<file path="src/rtl/spi_xfer_arbiter.sv">
// spi_xfer_arbiter: shares one SPI word engine between two requesters.
// Round-robin grant, one transfer in flight: load the MOSI word, wait for the
// MISO word (or give up after TIMEOUT cycles), then report back with a
// one-cycle done pulse. Every output is a register; no input reaches an output
// combinationally.
module spi_xfer_arbiter #(
  parameter int unsigned W       = 32,
  parameter int unsigned TIMEOUT = 64,
  parameter int unsigned TW      = 8
) (
  input  logic         clk,
  input  logic         rst,
  input  logic         req0,
  input  logic [W-1:0] wdata0,
  output logic         done0,
  output logic         err0,
  output logic [W-1:0] rdata0,
  input  logic         req1,
  input  logic [W-1:0] wdata1,
  output logic         done1,
  output logic         err1,
  output logic [W-1:0] rdata1,
  output logic         busy,
  input  logic         spi_tx_ready,
  output logic [W-1:0] spi_tx_data,
  output logic         spi_tx_valid,
  input  logic [W-1:0] spi_rx_data,
  input  logic         spi_rx_valid
);

  typedef enum logic [1:0] {StIdle, StIssue, StWaitRx, StDone} state_e;

  // Counter value on the last WAIT_RX cycle before giving up.
  localparam logic [TW-1:0] CntLast = TW'(TIMEOUT - 1);

  state_e        state_q;
  logic          winner_q;
  logic          last_grant_q;
  logic [TW-1:0] cnt_q;
  logic          pick1;

  // Round-robin pick: a lone requester wins; on a tie the one not served last wins.
  always_comb begin
    pick1 = req1 && (!req0 || !last_grant_q);
  end

  // Transfer sequencer; owns the state and every registered output.
  always_ff @(posedge clk or negedge rst) begin
    if (!rst) begin
      state_q      <= StIdle;
      winner_q     <= 1'b0;
      last_grant_q <= 1'b1;
      cnt_q        <= '0;
      done0        <= 1'b0;
      err0         <= 1'b0;
      rdata0       <= '0;
      done1        <= 1'b0;
      err1         <= 1'b0;
      rdata1       <= '0;
      busy         <= 1'b0;
      spi_tx_data  <= '0;
      spi_tx_valid <= 1'b0;
    end else begin
      unique case (state_q)
        StIdle: begin
          if ((req0 || req1) && spi_tx_ready) begin
            winner_q     <= pick1;
            spi_tx_data  <= pick1 ? wdata1 : wdata0;
            spi_tx_valid <= 1'b1;
            busy         <= 1'b1;
            state_q      <= StIssue;
          end
        end
        StIssue: begin
          spi_tx_valid <= 1'b0;
          cnt_q        <= '0;
          state_q      <= StWaitRx;
        end
        StWaitRx: begin
          // A word arriving on the limit cycle still counts as success.
          if (spi_rx_valid) begin
            if (winner_q) begin
              rdata1 <= spi_rx_data;
              done1  <= 1'b1;
              err1   <= 1'b0;
            end else begin
              rdata0 <= spi_rx_data;
              done0  <= 1'b1;
              err0   <= 1'b0;
            end
            state_q <= StDone;
          end else if (cnt_q == CntLast) begin
            if (winner_q) begin
              done1 <= 1'b1;
              err1  <= 1'b1;
            end else begin
              done0 <= 1'b1;
              err0  <= 1'b1;
            end
            state_q <= StDone;
          end else begin
            cnt_q <= cnt_q + TW'(1);
          end
        end
        StDone: begin
          done0        <= 1'b0;
          err0         <= 1'b0;
          done1        <= 1'b0;
          err1         <= 1'b0;
          busy         <= 1'b0;
          last_grant_q <= winner_q;
          state_q      <= StIdle;
        end
        default: begin
          state_q <= StIdle;
        end
      endcase
    end
  end

endmodule
</file>
<file path="config.mk">
export PLATFORM = sky130hd
export DESIGN_NAME = spi_xfer_arbiter
export DESIGN_NICKNAME = d
export VERILOG_FILES = /design/src/rtl/spi_xfer_arbiter.sv
export SDC_FILE = /design/constraint.sdc
export NUM_CORES = 1
export LEC_CHECK = 0
export ABC_CLOCK_PERIOD_IN_PS = 2100
export BUFFER_PORTS_ARGS = -buffer_cell sky130_fd_sc_hd__buf_4
export CAP_MARGIN = 20
export CORE_MARGIN = 2
export CORE_UTILIZATION = 45
export CTS_BUF_LIST = sky130_fd_sc_hd__clkbuf_8
export DETAILED_ROUTE_END_ITERATION = 8
export GPL_ROUTABILITY_DRIVEN = 0
export HOLD_SLACK_MARGIN = 0.1
export PLACE_DENSITY = 0.81
export RECOVER_POWER = 100
export SLEW_MARGIN = 5
export SYNTH_ARGS = -nofsm -noshare
export SYNTH_HDL_FRONTEND = slang
export SYNTH_SLANG_ARGS = --single-unit
</file>
<file path="constraint.sdc">
create_clock -name clk -period 2.1 [get_ports clk]
set_input_delay 0.42 -clock clk [delete_from_list [all_inputs] [get_ports clk]]
set_output_delay 0.42 -clock clk [all_outputs]
set_load 0.01 [all_outputs]
</file>
==> flow_summary.yaml <==
placement:
  portBuffers: 203
  placed_area_sq_um: 6590
  dp_cells: 704
  dp_hpwl_um: 8600
clock_tree:
  root_buffer: "clkbuf_8"
  cts_tree: "done"
  cts_buffers: 17
  clkSlewWorstSetupHoldPaths_ns: 0.08
  post_cts_buffers: 0
  clockBufferDepth: 2
  cts_sinks: 114
  clock_latency_ns: 0.42
  htreeDepth: 4
critical_path:
  r2r_start: "state_q[0]"
  cp.required_ns: 2.39
  cp-start-kind: "flop"
  critPathKind: "reg2reg"
  cp-startpoint: "state_q[0]"
  reg2reg_depth: 5
  rr_endpoint: "rdata1[29]"
  worstPathArrival_ns: 2.18
  setup.worst_path.end: "rdata1[29]"
  crit_fanout: 32
  critPathCaptureType: "flop"
  r2r_slack_ns: 0.21
detailed_routing:
  drt_iter0_markers: 209
  routedWlPerCell_um: 15.4
  drc_errors: 0
  viasPerCell: 5.04
  ant_nets: 0
  drt-total-wl_um: 11300
  vias: 3713
  drt_first_pass_iters: 4
final_layout:
  fillCellCount: 910
  fin_area_sq_um: 6540
  area_growth_pct: 34.2
  fin_cells: 737
  drive_above_1_share_pct: 25.3
  n_antenna_cell: 0
  layout.nets: 692
flow_run:
  max_cap_viol_count: 0
yosys:
  syn_avg_cell_area_sq_um: 13.0
  yosys_warnings: 0
  synth-seq-cells: 114
  syn_inst: 375
  ys_types: 38
  synthArstFlopShare_pct: 100
  synth_edf_count: 0
  syn-num-nets: 483
  ys_seq_area_share_pct: 58.5
  synthFlopType: "dfrtp_1"
  synth_area_sq_um: 4880
sta:
  grt_setup_unrepaired: "no"
  finalHoldViolations: 0
  fin_worst_skew_ns: 0.0112
  finalMaxSlewViolations: 0
  period_minus_slack_ns: 1.89
  fmax_mhz: 529
  setup-tns-final_ns: 0
  max_slew_margin_pct: 33.6
  min_period_over_period_pct: 90.1
  timing.hold.ws_ns: 0.222
  setup_viol: 0
  worstMarginPinSlew_ns: 0.997
floorplanning:
  io_pins: 204
  rows: 38
  die-area_sq_um: 11700
  initial_utilization_pct: 45.6
  core_sq_um: 10700
  die_x_um: 108
  die_h_um: 108
run_status:
  status: "finished clean"
global_route:
  overflow: 0
  grt_usage_pct: 19.8
  antenna_found_initial: 0
  grt_first_pass_wirelength_um: 17700
  grt_max_degree: 65
  grt_pass1_vias: 3667
power_and_ir_drop:
  p_leak_nw: 3.05
  finalPower_mw: 8.73
  power.density_nw_per_um2: 1330
  peakVddDrop_uv: 587
hold_path:
  hold_path_class: "in2reg"
-- cell usage in the layout (no fill, tap or decap), types with 3 or more instances in the layout --
| cell type | n |
|---|---|
| a21oi_1 | 10 |
| a31o_1 | 4 |
| buf_12 | 5 |
| buf_4 | 102 |
| clkbuf_1 | 102 |
| clkbuf_8 | 18 |
| clkinv_2 | 3 |
| clkinv_4 | 6 |
| dfrtp_1 | 113 |
| ha_1 | 6 |
| inv_1 | 4 |
| inv_6 | 3 |
| mux2_1 | 60 |
| mux2_2 | 6 |
| mux2i_1 | 34 |
| nand2_1 | 40 |
| nand3_1 | 10 |
| nand4_1 | 3 |
| nor2b_1 | 4 |
| o211ai_1 | 3 |
| o21ai_0 | 36 |
-- Yosys cell counts (2+ instances only) --
cell / instances / area share, %
clkbuf_1: 3 / 0.23
buf_2: 10 / 1.0
nor2b_1: 4 / 0.51
ha_1: 6 / 1.5
mux2_2: 6 / 1.4
o211ai_1: 3 / 0.46
mux2i_1: 34 / 7.0
nand2b_1: 2 / 0.26
mux2_1: 60 / 14
o21ai_1: 12 / 1.2
nand3b_1: 2 / 0.31
nand3_1: 9 / 0.92
dfrtp_1: 113 / 58
o21ai_0: 25 / 2.6
nand4_1: 3 / 0.38
a31o_1: 4 / 0.72
a21oi_1: 9 / 0.92
buf_6: 2 / 0.46
buf_4: 6 / 0.92
inv_1: 4 / 0.31
nand2_1: 40 / 3.1
or3_1: 2 / 0.26
-- cells by family (layout without fill, tap and decap cells) --
kind of cell,after synthesis,count (layout),synth area share (%)
flops,114,114,58.5
mux,100,100,22.2
simple gates,70,70,7.34
compound gates,60,60,7.42
buf+inv,25,247,2.95
fa+ha+maj,6,6,1.54
-- how the worst min path moves through the flow --
stage                         start    endpoint  slack, ns  cells after the start
floorplan                       rst        busy       0.12                      0
CTS                 spi_rx_data[25]  rdata1[25]       0.19                      2
global route         spi_rx_data[4]   rdata1[4]       0.19                      2
global placement                rst  rdata0[13]       0.43                      1
detailed placement              rst  rdata1[15]       0.43                      1
finish               spi_rx_data[4]   rdata1[4]       0.22                      2
-- worst max-delay path, cell delays in order, from the launching register on --
cell and delay, ns:
dfrtp_1 0.41, inv_1 0.10, ha_1 0.34, nand3_1 0.12
buf_4 0.40, mux2_1 0.38
-- what timing repair did --
item                                   4_1_cts  5_1_grt
resized for setup                            0        0
hold buffers                                 1        0
endpoints found under the hold margin       36        0
-- flip-flops by register name, indices dropped and copies added (netlist names) --
name and cells:
err0 1, rdata0 32, spi_tx_data 32, rdata1 32, winner_q 1, done1 1
err1 1, cnt_q 8, state_q 2, busy 1, done0 1, spi_tx_valid 1
last_grant_q 1
-- power by group --
part / internal (mW) / switching (mW) / leakage [nW] / total (mW)
Combinational: 1.29 / 1.72 / 1.45 / 3.01
Sequential: 3.20 / 0.599 / 1.41 / 3.80
Clock: 0.980 / 0.931 / 0.194 / 1.91
-- final cells by class --
class | instances | area (sq um) | area share [%]
clock buffers | 18 | 248 | 3.79
clock inverters | 14 | 131 | 2.01
inverters | 4 | 15.0 | 0.229
multi-input cells | 236 | 1860 | 28.4
flip-flops and latches | 114 | 2850 | 43.6
well taps | 140 | 175 | 2.68
repair buffers | 211 | 1260 | 19.3
-- per-layer routing --
metal  track usage (%)  share of wire (%)
met2              31.3                 46
met3              8.50                 10
met5                 0                  0
met4              6.32               0.66
met1              24.5                 43
-- through the flow --
stage	worst slack, ns	utilization, %
CTS	0.264	65.2
global placement	0.376	61.6
global route	0.0984	61.2
floorplan	0.511	-
finish	0.209	61.2
detailed placement	0.280	61.6
Note: power is estimated with default switching activity, not from simulation.
